--- config.mk ---
export PLATFORM = sky130hd
export DESIGN_NAME = multicycle_control
export DESIGN_NICKNAME = d
export VERILOG_FILES = /design/src/rtl/multicycle_control.sv
export SDC_FILE = /design/constraint.sdc
export NUM_CORES = 1
export LEC_CHECK = 0
export CORE_ASPECT_RATIO = 1.75
export CORE_UTILIZATION = 40
export CTS_CLUSTER_DIAMETER = 60
export DETAILED_ROUTE_END_ITERATION = 7
export DONT_BUFFER_PORTS = 1
export GPL_TIMING_DRIVEN = 0
export PLACE_DENSITY = 0.62
export SLEW_MARGIN = 20
export SYNTH_ARGS = -nofsm -noshare
export SYNTH_HDL_FRONTEND = slang
export SYNTH_SLANG_ARGS = --single-unit
--- constraint.sdc ---
create_clock -name clk -period 2.7 [get_ports clk]
set_input_delay 0.135 -clock clk [delete_from_list [all_inputs] [get_ports clk]]
set_output_delay 0.135 -clock clk [all_outputs]
set_load 0.05 [all_outputs]
--- src/rtl/multicycle_control.sv ---
// Moore control FSM for the 8-bit multicycle MIPS datapath.
// Define MULTICYCLE_ADDI_EN to add the ADDIEX/ADDIWR states for addi.
module multicycle_control #(
  parameter logic [5:0] OP_LB    = 6'b100000,
  parameter logic [5:0] OP_SB    = 6'b101000,
  parameter logic [5:0] OP_RTYPE = 6'b000000,
  parameter logic [5:0] OP_BEQ   = 6'b000100,
  parameter logic [5:0] OP_J     = 6'b000010
`ifdef MULTICYCLE_ADDI_EN
  ,
  parameter logic [5:0] OP_ADDI  = 6'b001000
`endif
) (
  input  logic       clk,
  input  logic       reset,
  input  logic [5:0] op,
  input  logic       zero,
  output logic       memwrite,
  output logic       iord,
  output logic       memtoreg,
  output logic       regdst,
  output logic       regwrite,
  output logic       alusrca,
  output logic [1:0] alusrcb,
  output logic [1:0] aluop,
  output logic [1:0] pcsource,
  output logic [3:0] irwrite,
  output logic       pcen,
  output logic [3:0] state
);

  typedef enum logic [3:0] {
    FETCH1  = 4'd0,
    FETCH2  = 4'd1,
    FETCH3  = 4'd2,
    FETCH4  = 4'd3,
    DECODE  = 4'd4,
    MEMADR  = 4'd5,
    LBRD    = 4'd6,
    LBWR    = 4'd7,
    SBWR    = 4'd8,
    RTYPEEX = 4'd9,
    RTYPEWR = 4'd10,
    BEQEX   = 4'd11,
    JEX     = 4'd12
`ifdef MULTICYCLE_ADDI_EN
    ,
    ADDIEX  = 4'd13,
    ADDIWR  = 4'd14
`endif
  } state_t;

  typedef struct packed {
    logic       memwrite;
    logic       iord;
    logic       memtoreg;
    logic       regdst;
    logic       regwrite;
    logic       alusrca;
    logic [1:0] alusrcb;
    logic [1:0] aluop;
    logic [1:0] pcsource;
    logic [3:0] irwrite;
    logic       pcwrite;
    logic       branch;
  } ctrl_t;

  state_t state_q;
  state_t state_d;
  ctrl_t  ctrl_q;

  function automatic state_t next_state(input state_t s, input logic [5:0] opc);
    next_state = FETCH1;
    case (s)
      FETCH1:  next_state = FETCH2;
      FETCH2:  next_state = FETCH3;
      FETCH3:  next_state = FETCH4;
      FETCH4:  next_state = DECODE;
      DECODE: begin
        if (opc == OP_LB || opc == OP_SB) next_state = MEMADR;
        else if (opc == OP_RTYPE)         next_state = RTYPEEX;
        else if (opc == OP_BEQ)           next_state = BEQEX;
        else if (opc == OP_J)             next_state = JEX;
`ifdef MULTICYCLE_ADDI_EN
        else if (opc == OP_ADDI)          next_state = ADDIEX;
`endif
        else                              next_state = FETCH1;
      end
      MEMADR:  next_state = (opc == OP_SB) ? SBWR : LBRD;
      LBRD:    next_state = LBWR;
      RTYPEEX: next_state = RTYPEWR;
`ifdef MULTICYCLE_ADDI_EN
      ADDIEX:  next_state = ADDIWR;
`endif
      default: next_state = FETCH1;
    endcase
  endfunction

  function automatic ctrl_t decode(input state_t s);
    decode = '0;
    case (s)
      FETCH1:  begin decode.alusrcb = 2'b01; decode.pcwrite = 1'b1; decode.irwrite = 4'b0001; end
      FETCH2:  begin decode.alusrcb = 2'b01; decode.pcwrite = 1'b1; decode.irwrite = 4'b0010; end
      FETCH3:  begin decode.alusrcb = 2'b01; decode.pcwrite = 1'b1; decode.irwrite = 4'b0100; end
      FETCH4:  begin decode.alusrcb = 2'b01; decode.pcwrite = 1'b1; decode.irwrite = 4'b1000; end
      DECODE:  decode.alusrcb = 2'b11;
      MEMADR:  begin decode.alusrca = 1'b1; decode.alusrcb = 2'b10; end
      LBRD:    decode.iord = 1'b1;
      LBWR:    begin decode.regwrite = 1'b1; decode.memtoreg = 1'b1; end
      SBWR:    begin decode.iord = 1'b1; decode.memwrite = 1'b1; end
      RTYPEEX: begin decode.alusrca = 1'b1; decode.aluop = 2'b10; end
      RTYPEWR: begin decode.regdst = 1'b1; decode.regwrite = 1'b1; end
      BEQEX: begin
        decode.alusrca  = 1'b1;
        decode.aluop    = 2'b01;
        decode.branch   = 1'b1;
        decode.pcsource = 2'b01;
      end
      JEX:     begin decode.pcwrite = 1'b1; decode.pcsource = 2'b10; end
`ifdef MULTICYCLE_ADDI_EN
      ADDIEX:  begin decode.alusrca = 1'b1; decode.alusrcb = 2'b10; end
      ADDIWR:  decode.regwrite = 1'b1;
`endif
      default: decode = '0;
    endcase
  endfunction

  always_comb begin
    state_d = next_state(state_q, op);
  end

  // Outputs are registered from the next state, so ctrl_q always matches state_q.
  always_ff @(posedge clk) begin
    if (reset) begin
      state_q <= FETCH1;
      ctrl_q  <= decode(FETCH1);
    end else begin
      state_q <= state_d;
      ctrl_q  <= decode(state_d);
    end
  end

  // Write enables are suppressed while reset is held so an abandoned instruction leaves no trace.
  assign memwrite = ctrl_q.memwrite & ~reset;
  assign regwrite = ctrl_q.regwrite & ~reset;
  assign irwrite  = reset ? 4'b0000 : ctrl_q.irwrite;
  assign pcen     = ~reset & (ctrl_q.pcwrite | (ctrl_q.branch & zero));
  assign iord     = ctrl_q.iord;
  assign memtoreg = ctrl_q.memtoreg;
  assign regdst   = ctrl_q.regdst;
  assign alusrca  = ctrl_q.alusrca;
  assign alusrcb  = ctrl_q.alusrcb;
  assign aluop    = ctrl_q.aluop;
  assign pcsource = ctrl_q.pcsource;
  assign state    = state_q;

endmodule

* Word level (Yosys, flattened, before mapping) *
Index checks and enable logic that the tools add are counted.

storage, ports and cells
  bits in registers = 22
  output and inout bits = 21
  logic and storage cells = 70
  input port bits = 9

cells by class
  eq/ne operators = 23
  mux-type cells = 19
  bitwise logic cells = 6
  reduce and logical (&&, ||, !) cells = 9

operators with widths
  cell                count
  $pmux 4 s8          1
  $eq 4x3->1 const B  7
  $eq 4x4->1 const B  6
  $mux 4              6
  $eq 4x2->1 const B  4
  $pmux 4 s4          1
  $eq 6x6->1 const B  2
  $eq 4x1->1 const B  2
  $logic_not 4->1     2
  $mux 1              8
  $pmux 2 s2          2
  $eq 6x2->1 const B  1
  $eq 6x3->1 const B  1
  $logic_not 6->1     1
  $pmux 2 s3          1
  $reduce_or 5->1     1
  $and 1x1->1         4
  $reduce_or 2->1     2
  $reduce_or 4->1     1
  $reduce_or 3->1     1
  $logic_or 1x1->1    1
  $not 1->1           1
  $or 1x1->1          1

* Logic depth before layout (Yosys ltp) *
  depth after elaboration = 9
  mapped depth = 5
  mapped depth without buffers = 5

* Worst setup path after synthesis *
OpenSTA, ideal clock, no wires.

  path type = reg-to-reg
  from = reg state_q[1], in the netlist state[1]
  to = reg ctrl_q[5] in the netlist's numbering
  setup time = 0.118 ns
  arrival time = 1.795 ns
  stages on the path, launching flop included = 6
  slack = 0.787 ns
  cells stage by stage = dfxtp_1 -> nand2b_1 -> and3b_1 -> a311oi_4 -> nand2b_1 -> nor2_1

between the ends
  word-level cells in the longest chain between the ends = 4
  elaborated cells on any way between the ends = 14

ends and longest elaborated chain
  element                             line  source
  from (decl)                         68    state_t state_q;
  from (signal assigned)              138   state_q <= state_d;
  $eq 4x4->1 (tied with other cells)  74    case (s)
  $pmux 4 s8 (*)                      74
  $eq 4x2->1 (tied with other cells)  101   case (s)
  $pmux 4 s4 (*)                      101
  to (signal assigned)                136   ctrl_q <= decode(FETCH1);
  to (signal assigned)                139   ctrl_q <= decode(state_d);
  to (decl)                           70    ctrl_t ctrl_q;

Every way passes the cells marked *; elsewhere a longest branch is shown, timed or not.
A chain may end at the register's enable or synchronous reset.

* Worst setup path after layout *
  from = reg state_q[0], in the netlist state[0]
  to = reg ctrl_q[5] in the netlist's numbering

Same word-level chain as after synthesis.

==> metrics <==
status finished, final reports clean; synth-to-layout area growth 7.98%; DR vias/cell 5.61; RR Startpoint state[0]; RD Place Congestion 0.756; top cells by count, synth dfxtp_1, nor2_1, nor2b_1, buf_4, nand2b_1; Mapped Cells 95; largest net degree at the start of global routing 12; CTS tree built; Min-Delay Startpoint op[2]; worst min-delay path class in2reg; top_reg_cell synth dfxtp_1; # nets final 109; Vias 696; Worst-path clk slew 0.07 ns; Post-Syn Area 956 sq um; EDFF count, synth 0; Ports 30; unrepaired setup endpoints after global routing false; asr flop ratio synth 0%; clock sink count 21; Data arrival, critical path 2.28 ns; synthesized flop and latch total 21; CTS buffer count 3; xor and xnor area share after synthesis 0%; largest family of logic cells by synthesized area simple AND/OR/NAND/NOR gates; first-pass GRT wire length 2840 um; sequential fraction of the synthesis area 44.0%; TritonRoute pass-1 iters 4; Highest Clock Rate 0.469 GHz; final global-route overflow total 0; syn nets 104; vias in the first global route 666; post-DP HPWL 1310 um; Die Height 66.7 um; final wirelength 1730 um; post-CTS setup buffers 0; FILL cells 229; CP required 2.85 ns; Root Driver clkbuf_8; Max Cap Viol 0; Final Critical Period 2.13 ns; die width 39.0 um; Warnings, synthesis 0; core area 0.00227 sq mm; first-iteration detailed-routing DRC count 11; top post-synthesis cells by area dfxtp_1, nor2b_1, nor2_1; setup TNS 0 ns; Synth Area in Simple Gates 33.1%; Worst Hold Endpoint state[1]; final setup fails 0; Synth Area in Adders 0%; Hold Worst Slack 0.164 ns; Slew @ Worst Pin 0.936 ns; worst setup path category reg2reg; Crit. End Element flip-flop; reg2reg path depth 5; R2R Setup Slk 0.57 ns; Initial Utilization 42.0%; most common cell in the netlist dfxtp_1; worst hold path depth 2; cell taking the most area after synthesis dfxtp_1; Tot GR Track Use 15.9%; Final period util 79.0%; port bufs 0; Distinct cells, synth 32; Worst-Skew Late Latency 0.26 ns; die area 0.00260 sq mm; Max FO, Critical Path 10; final-report hold violation count 0; Post-route DRC 0; Ant. Diodes 0; Site Rows 23; multiplexer share of the synthesized area 1.05%; initial antenna violation count 0; Leakage 0.401 nW; Resized Gates After CTS 0; FF-to-FF End ctrl_q[5]; skew final 0.00494 ns; pwr/cell area 605 mW/mm^2; CP Launch Type flip-flop; share of the synthesized area in the top cell type 44.0%; Final Max Tran Viols 0; share of cells above drive strength 1 20.2%; htree depth 1; Crit. Startpoint state[0]; Avg Cell Area, Syn 10.1 sq um; compound-gate portion of the synthesized area 16.4%; clk buf depth 2; hold_buf cts 0; drt wl/cell 13.9 um; Peak supply drop 0.202 mV; Slew headroom 37.5%; Routed Antenna Nets 0
## through the flow
stage                     instance area, sq um  total power [mW]  utilization, %  worst slack, ns  std cells
after floorplan                            956             0.425               -            0.787         95
after CTS                                 1030             0.631            45.4            0.566        124
after global placement                     987             0.438            43.4            0.569        120
after global routing                      1030             0.652            45.4            0.405        124
after detailed placement                   987             0.439            43.4            0.580        120
final                                     1030             0.624            45.4            0.566        124
## cell type report
class | instances | area, sq um | area share [%]
flip-flops and latches | 21 | 420 | 40.7
plain buffers | 8 | 52.6 | 5.09
clock buffers | 4 | 45.0 | 4.36
well taps | 25 | 31.3 | 3.03
multi-input cells | 66 | 483 | 46.8
## power breakdown
part           internal (mW)  switching, mW
combinational         0.0309         0.0543
sequential             0.321         0.0246
clock                  0.105         0.0886
## worst max path at each step
stage	to	cells after the start
6_report	ctrl_q[5]	5
5_1_grt	ctrl_q[5]	5
4_1_cts	ctrl_q[5]	5
3_5_place_dp	ctrl_q[5]	5
3_3_place_gp	memtoreg	5
2_1_floorplan	ctrl_q[5]	5
## cell usage in the layout (no fill, tap or decap), drive strengths merged
master	netlist	final
nand3	2	2
a211o	2	2
nor2b	8	8
nand2b	6	6
a311oi	1	1
nor4	2	2
nand4bb	1	1
a31oi	1	1
nor3	4	4
a2111oi	1	1
o21bai	1	1
and3b	2	2
buf	7	7
a21boi	3	3
o211a	1	1
dfxtp	21	21
clkbuf	1	5
or2	1	1
and2	1	1
a21oi	3	3
and4bb	2	2
nand2	4	4
o22ai	1	1
nor2	13	13
mux2i	1	1
nor3b	4	4
a21o	1	1
## state kept, by name, indices dropped and copies added, names as in the netlist
signal	cells
iord	1
aluop	2
regdst	1
ctrl_q	8
alusrcb	2
state	4
alusrca	1
memtoreg	1
pcsource	1
## cell families (layout without fill, tap and decap cells)
family	after synthesis	after routing
AO/OA/AOI/OAI	15	15
AND/OR/NAND/NOR	50	50
flip-flops	21	21
multiplexers	1	1
buffers and inverters	8	12
## worst max-delay path, stage by stage (launching register included)
cell	delay, ns
dfxtp_1	0.84
nor2_1	0.13
and3b_1	0.26
a311oi_4	0.50
nand2b_1	0.23
nor2_1	0.06
## per-layer routing
metal,vias to the layer above,wire [um],GRT usage (%)
met3,7,100,4.00
li1,338,-,-
met4,0,80,11.6
met5,-,0,0
met2,28,906,26.0
met1,323,640,16.5
Note: power is estimated with default switching activity, not from simulation.
